## config.mk

```make
export PLATFORM = sky130hd
export DESIGN_NAME = mul_add
export DESIGN_NICKNAME = d
export VERILOG_FILES = /design/src/rtl/mul_add.sv
export SDC_FILE = /design/constraint.sdc
export NUM_CORES = 1
export LEC_CHECK = 0
export CAP_MARGIN = 10
export CORE_UTILIZATION = 50
export DETAILED_ROUTE_END_ITERATION = 10
export PLACE_DENSITY = 0.8
export SLEW_MARGIN = 25
export SYNTH_ARGS = -nofsm -noshare
export SYNTH_HDL_FRONTEND = slang
export SYNTH_SLANG_ARGS = --single-unit
```

## constraint.sdc

```tcl
create_clock -name vclk -period 7.05
set_input_delay 1.41 -clock vclk [all_inputs]
set_output_delay 1.41 -clock vclk [all_outputs]
set_load 0.05 [all_outputs]
```

## src/rtl/mul_add.sv

```systemverilog
// Gated add / multiply primitive for the picoMips ALU datapath; result wraps modulo 2^WIDTH.
// Optional build macro MUL_ADD_REG_OUT_EN registers Out (latency 1, async active-low reset).
module mul_add #(
  parameter int WIDTH = 8
) (
  input  logic             Clock,
  input  logic             nReset,
  input  logic [WIDTH-1:0] A,
  input  logic [WIDTH-1:0] B,
  input  logic             EnA,
  input  logic             EnB,
  input  logic             Mul,
  output logic [WIDTH-1:0] Out
);

  // Two's-complement sum and low product bits are sign-agnostic, so truncation is the whole story.
  function automatic logic signed [WIDTH-1:0] wrap_add(input logic signed [WIDTH-1:0] x,
                                                       input logic signed [WIDTH-1:0] y);
    logic signed [WIDTH-1:0] s;
    s = x + y;
    return s;
  endfunction

  function automatic logic signed [WIDTH-1:0] wrap_mul(input logic signed [WIDTH-1:0] x,
                                                       input logic signed [WIDTH-1:0] y);
    logic signed [WIDTH-1:0] p;
    p = x * y;
    return p;
  endfunction

  logic signed [WIDTH-1:0] a_gated;
  logic signed [WIDTH-1:0] b_gated;
  logic signed [WIDTH-1:0] out_d;

  // Ternary gating selects a constant zero, so a disabled operand cannot leak X into Out.
  always_comb begin
    a_gated = EnA ? A : '0;
    b_gated = EnB ? B : '0;
    out_d   = Mul ? wrap_mul(a_gated, b_gated) : wrap_add(a_gated, b_gated);
  end

`ifdef MUL_ADD_REG_OUT_EN
  logic [WIDTH-1:0] out_q;

  always_ff @(posedge Clock or negedge nReset) begin
    if (!nReset) out_q <= '0;
    else         out_q <= out_d;
  end

  assign Out = out_q;
`else
  logic unused_clk_rst;
  assign unused_clk_rst = Clock ^ nReset;
  assign Out = out_d;
`endif

endmodule

```

==> impl_summary.log, run 1 <==
[metrics] number of sequential cells: 0
[metrics] Top-Level Pins: 29
[metrics] CP required: 5.64 ns
[metrics] cells taking the most area after synthesis: sky130_fd_sc_hd__ha_1 (24%), sky130_fd_sc_hd__fa_1 (19%), sky130_fd_sc_hd__inv_1 (11%)
[metrics] critical setup path kind: in2out
[metrics] total setup violations reported at the end of the flow: 1
[metrics] Relative slew margins: 64.3%
[metrics] crit start category: input port
[metrics] sum of negative setup slack: -0.0980 ns
[metrics] highest-delay cell along the critical path: sky130_fd_sc_hd__fa_1
[metrics] leakage power summed over all cells: 1.22 nW
[metrics] synth cell count leaders: sky130_fd_sc_hd__inv_1 (39), sky130_fd_sc_hd__nand2_1 (29), sky130_fd_sc_hd__ha_1 (26)
[metrics] sequence of cells on the critical path: clkbuf_2 -> nand2_2 -> inv_2 -> ha_4 -> inv_2 -> fa_1 -> inv_2 -> ha_4 -> fa_1 -> inv_2 -> fa_1 -> inv_2 -> ha_4 -> a21oi_4 -> xnor2_2 -> xnor3_1 -> or4_4 -> o311ai_4 -> buf_12
[metrics] Hold Vio Cnt, Final: 0
[metrics] height of the chip: 54.5 um
[metrics] die outline width: 54.5 um
[metrics] Most Frequent Cell on Critical Path: sky130_fd_sc_hd__inv_2
[metrics] sequential cell area: 0 um2
[metrics] Final Core Density: 88.1%
[metrics] Die Footprint: between 0.002 and 0.003 mm2
[metrics] Yosys warnings: 0
[metrics] family with the most delay on the worst path: adder cells
[metrics] violated checks: negative setup slack
[metrics] number of cells produced by synthesis: 186
[metrics] synthesized net count: 246
[metrics] row count: 18
[metrics] routed via count: 1,758
[metrics] PwrDens: 81.2 mW/mm2
[metrics] number of clock buffer instances in the layout: 0
[metrics] initial core utilization: 54.2%
[metrics] fin crit period: about 7 ns
[metrics] average footprint of a synthesized cell: 7.42 um2
[metrics] share of Yosys cell area claimed by the top area cell type: 23.6%
[metrics] met3 Track Usage GR: 3.06%
[metrics] Cell Count Post-Placement: 268
[metrics] number of diodes: 0
[metrics] largest net degree at the start of global routing: 15
[metrics] IR Drop Worst-Case VDD: roughly 0.09 mV
[metrics] Arrival @ worst endpoint: 5.74 ns
[metrics] Worst Path Buf+Inv: 7
[metrics] Pre-antenna DRT Iters: 5
[metrics] ratio of routed vias to standard cells: 6.26
[metrics] number of antenna-violating nets in the routed design: 0
[metrics] critical path's largest stage delay: 0.59 ns
[metrics] Worst Slack Setup Final: -0.0980 ns
[metrics] met2 track demand over resource: 61.8%
[metrics] area of the placeable core: 0.00254 mm2
[metrics] result of the run: complete, but fails checks
[metrics] gp weighted congestion: 0.959
[metrics] mapped cell area: 0.00138 mm2
[metrics] Post-Place Worst Slack: -0.808 ns
[metrics] GRT Max-Usage Layer: met2
[metrics] cell with the most instances after synthesis: sky130_fd_sc_hd__inv_1
[metrics] nets: 313
[metrics] Netlist cell types: 33
[metrics] sequential element share of the synthesized area: 0%
[metrics] Hold-fix buffers, CTS: 0
[metrics] DP Wirelength: 3.31 mm
[metrics] global-route congestion overflow total: 0
[metrics] number of violations reported at the end of detailed-routing iteration 0: around 120
[metrics] max-slew violation count: 0
[metrics] leading area contributor after synthesis: sky130_fd_sc_hd__ha_1
[metrics] drt drc: 0
[metrics] share of final-layout standard cells stronger than drive strength 1: between 40 and 50%
[metrics] post-route clock period utilization: 101%
[metrics] transition time at the pin with the least slew margin: ~0.53 ns
[metrics] met1 GRT Util: about a third
[metrics] All-Layer GR Usage: 31.8%
[metrics] number of antenna violations at the first check in global routing: 0
[metrics] growth of design area from synthesis to finish: 62.5%
[metrics] Hold/Removal Path Class: in2out
[metrics] number of maximum-capacitance violations: 0
[metrics] via count of the first global-routing pass: 1,535
[metrics] Hold WS: 3.60 ns
[metrics] wire per inst: 22.0 um
[metrics] global-route wire length before repair: 6.69 mm
[metrics] crit end category: primary output
[metrics] fill cell total of the finished layout: 108
[metrics] f_max: 0.140 GHz
[metrics] final wirelength: just over 6 mm
[metrics] crit path max fanout: 2
[metrics] total of buffers placed on input and output ports: 27
[metrics] Final Instance Count excl. Fillers: 281
-- final timing paths --
path | slack, ns | start | to | cells after the start
setup / recovery | -0.1 | A[3] | Out[7] | 19
hold / removal | 3.60 | EnB | Out[7] | 5
-- where the power goes --
part / switching [mW] / internal (mW)
Combinational: 0.0993 / 0.0828
Clock: 0 / 0
Sequential: 0 / 0
-- worst min-delay path, cell delays in order --
cell	delay, ns
sky130_fd_sc_hd__buf_8	0.11
sky130_fd_sc_hd__and4b_1	0.26
sky130_fd_sc_hd__o211ai_1	0.14
sky130_fd_sc_hd__o311ai_4	0.13
sky130_fd_sc_hd__buf_12	0.14
-- layer usage --
metal / part of all wire, % / vias to the layer above / wire [um]
met5: 0 / - / 0
met4: 9.7 / 0 / 600
met3: 11 / 75 / 690
met2: 46 / 165 / 2860
met1: 33 / 798 / 2020
li1: - / 720 / -
-- metrics by stage --
step	total power, mW	instance area [um2]
after global routing	0.189	2240
after floorplan	0.0822	1400
final	0.182	2240
after CTS	0.155	2030
after global placement	0.139	1930
after detailed placement	0.145	1930
-- timing repair --
action / CTS / global route
setup buffers: 3 / 10
endpoints found under the setup margin: 1 / 1
endpoints found under the hold margin: 0 / 0
pin swaps: 14 / 25
resized for setup: 39 / 64
-- layout make-up --
class	instances	area, um2	share of cell area [%]
multi-input combinational	142	1440	64.2
inverter	40	153	6.81
timing repair buffer	69	612	27.3
tap	30	37.5	1.67
-- kinds of logic after synthesis --
logic type      after synthesis  synth area share (%)
fa+ha+maj                    39                  42.4
compound gates               24                  11.3
mux                           2                  1.54
simple gates                 61                  19.7
xor+xnor                     16                  12.7
buf+inv                      44                  12.3
-- layout by cell type, fill, tap and decap left out, drive strengths merged, types with 2 or more instances in the layout --
cell and count:
a21boi 3, a21o 3, a21oi 5, and2 3
and3 4, buf 48, clkbuf 6, clkdlybuf4s50 9
dlymetal6s2s 5, fa 13, ha 26, inv 40
nand2 29, nand2b 2, nor2 17, nor2b 2
o21ai 8, o31ai 2, xnor2 9, xnor3 2
xor2 5
(Power assumes the default switching activity.)
==> run 2: changes to the inputs <==
MAX_ROUTING_LAYER = met4   (was default)
==> run 2 against run 1 <==
The flow now finishes without violations. Clock-buffer cell count stayed put. Utilization down 0.44 points. Hold slack lost 0.054 ns. Critical path depth grew 2. First-iteration DRC count down 44%. Wire length down 17%. Total power decreased by 5.1%. Critical endpoint unchanged.
==> impl_summary.log, run 2 (synthesized netlist as in run 1, its figures left out) <==
[metrics] result of the run: finished, final reports clean
[metrics] Hold Vio Cnt, Final: 0
[metrics] Hold/Removal Path Class: in2out
[metrics] die outline width: 54.5 um
[metrics] transition time at the pin with the least slew margin: 0.527 ns
[metrics] number of sequential cells: 0
[metrics] growth of design area from synthesis to finish: 61.7%
[metrics] post-layout power: 0.173 mW
[metrics] Final Instance Count excl. Fillers: approximately 280
[metrics] nets: between 300 and 400
[metrics] total of buffers placed on input and output ports: 27
[metrics] area of the placeable core: 0.00254 mm2
[metrics] global-route congestion overflow total: 0
[metrics] max-slew violation count: 0
[metrics] crit start category: input port
[metrics] Die Footprint: 0.00297 mm2
[metrics] final wirelength: ~5.1 mm
[metrics] fin crit period: 6.96 ns
[metrics] initial core utilization: 54.2%
[metrics] height of the chip: 54.5 um
[metrics] routed via count: 1,571
[metrics] number of antenna-violating nets in the routed design: 0
[metrics] All-Layer GR Usage: 30.5%
[metrics] crit path max fanout: 6
[metrics] largest net degree at the start of global routing: 15
[metrics] Cell Count Post-Placement: 269
[metrics] number of violations reported at the end of detailed-routing iteration 0: 69
[metrics] wire per inst: 18.5 um
[metrics] Hold Path Depth: 5
[metrics] most common cell after layout, fill and taps aside: sky130_fd_sc_hd__buf_4
[metrics] Arrival @ worst endpoint: 5.55 ns
[metrics] IR Drop Worst-Case VDD: around 0.073 mV
[metrics] Final Core Density: 87.7%
[metrics] post-route clock period utilization: 98.8%
[metrics] ratio of routed vias to standard cells: 5.71
[metrics] sequential cell area: 0 um2
[metrics] leakage power summed over all cells: 1.21 nW
[metrics] Hold Startpoint: EnB
[metrics] global-route wire length before repair: 6.29 mm
[metrics] total setup violations reported at the end of the flow: 0
[metrics] fill cell total of the finished layout: 126
[metrics] capture endpoint of the worst hold path: Out[7]
[metrics] number of antenna violations at the first check in global routing: 0
[metrics] row count: 18
[metrics] f_max: 0.144 GHz
[metrics] CP required: around 5.6 ns
[metrics] number of diodes: 0
[metrics] share of final-layout standard cells stronger than drive strength 1: 39.6%
[metrics] Hold WS: between 3 and 4 ns
[metrics] setup repair after global routing missed its margin: yes
[metrics] Hold-fix buffers, CTS: 0
[metrics] DP Wirelength: 3.26 mm
[metrics] drt drc: 0
[metrics] number of clock buffer instances in the layout: 0
[metrics] Top-Level Pins: 29
[metrics] highest-count cells in the layout ignoring fill and taps: sky130_fd_sc_hd__buf_4 (30), sky130_fd_sc_hd__inv_1 (29), sky130_fd_sc_hd__nand2_1 (19)
[metrics] number of maximum-capacitance violations: 0
[metrics] Relative slew margins: 64.8%
[metrics] crit end category: primary output
[metrics] gp weighted congestion: 0.968
[metrics] PwrDens: 77.4 mW/mm2
[metrics] DP Area: 0.00194 mm2
[metrics] final design area excluding fillers: 0.00223 mm2
[metrics] via count of the first global-routing pass: 1,518
[metrics] Pre-antenna DRT Iters: 4
[metrics] critical setup path kind: in2out
[run 2: what timing repair did]
item | in CTS | in global routing
resized for setup | 40 | 66
buffers inserted | 4 | 2
pin swaps | 10 | 25
setup endpoints to repair | 1 | 1
[run 2: worst max-delay path, cell delays in order]
cell and delay (ns):
sky130_fd_sc_hd__buf_8 0.08, sky130_fd_sc_hd__buf_8 0.12, sky130_fd_sc_hd__nand2_2 0.08, sky130_fd_sc_hd__buf_6 0.13, sky130_fd_sc_hd__nor2_4 0.09, sky130_fd_sc_hd__fa_2 0.21
sky130_fd_sc_hd__inv_2 0.04, sky130_fd_sc_hd__fa_1 0.55, sky130_fd_sc_hd__inv_2 0.06, sky130_fd_sc_hd__ha_4 0.25, sky130_fd_sc_hd__inv_2 0.04, sky130_fd_sc_hd__fa_1 0.55
sky130_fd_sc_hd__inv_1 0.05, sky130_fd_sc_hd__ha_1 0.26, sky130_fd_sc_hd__a21o_1 0.21, sky130_fd_sc_hd__a21oi_4 0.17, sky130_fd_sc_hd__xnor2_2 0.13, sky130_fd_sc_hd__xnor3_1 0.28
sky130_fd_sc_hd__or4_4 0.55, sky130_fd_sc_hd__o311ai_4 0.09, sky130_fd_sc_hd__buf_12 0.18
[run 2: layout make-up]
cell class         count  area [um2]  share of cell area, %
multi-input cells    142        1440                   64.6
repair buffers        63         597                   26.8
inverters             40         155                   6.95
well taps             30        37.5                   1.68
[run 2: power breakdown]
group          internal, mW  switching [mW]  total (mW)
combinational        0.0804          0.0923       0.173
clock                     0               0           0
sequential                0               0           0
total                0.0804          0.0923       0.173
[run 2: stage by stage]
step                      setup WS [ns]  setup TNS [ns]
after floorplan                 0.00964               0
after global placement           -0.715          -0.715
after detailed placement         -0.785          -0.785
after CTS                       0.00536               0
after global routing            -0.0210         -0.0210
final                            0.0866               0
[run 2: metal layers]
metal	part of all wire [%]	GRT usage, %
met5	0	-
met4	2.6	8.12
met3	5.0	4.44
met2	53	57.5
met1	39	32.6
[run 2: how the worst max path moves through the flow]
| stage | to | from | slack [ns] |
|---|---|---|---|
| global route | Out[7] | EnA | -0.02 |
| finish | Out[7] | EnA | 0.09 |
| global placement | Out[7] | EnB | -0.72 |
| CTS | Out[7] | B[4] | 0.005 |
| floorplan | Out[7] | EnA | 0.01 |
| detailed placement | Out[7] | EnB | -0.78 |
==> run 3: changes to the inputs <==
TNS_END_PERCENT = 20   (was default)
==> results of run 3 <==
Final layout, timing and power as in run 2 (identical DEF).
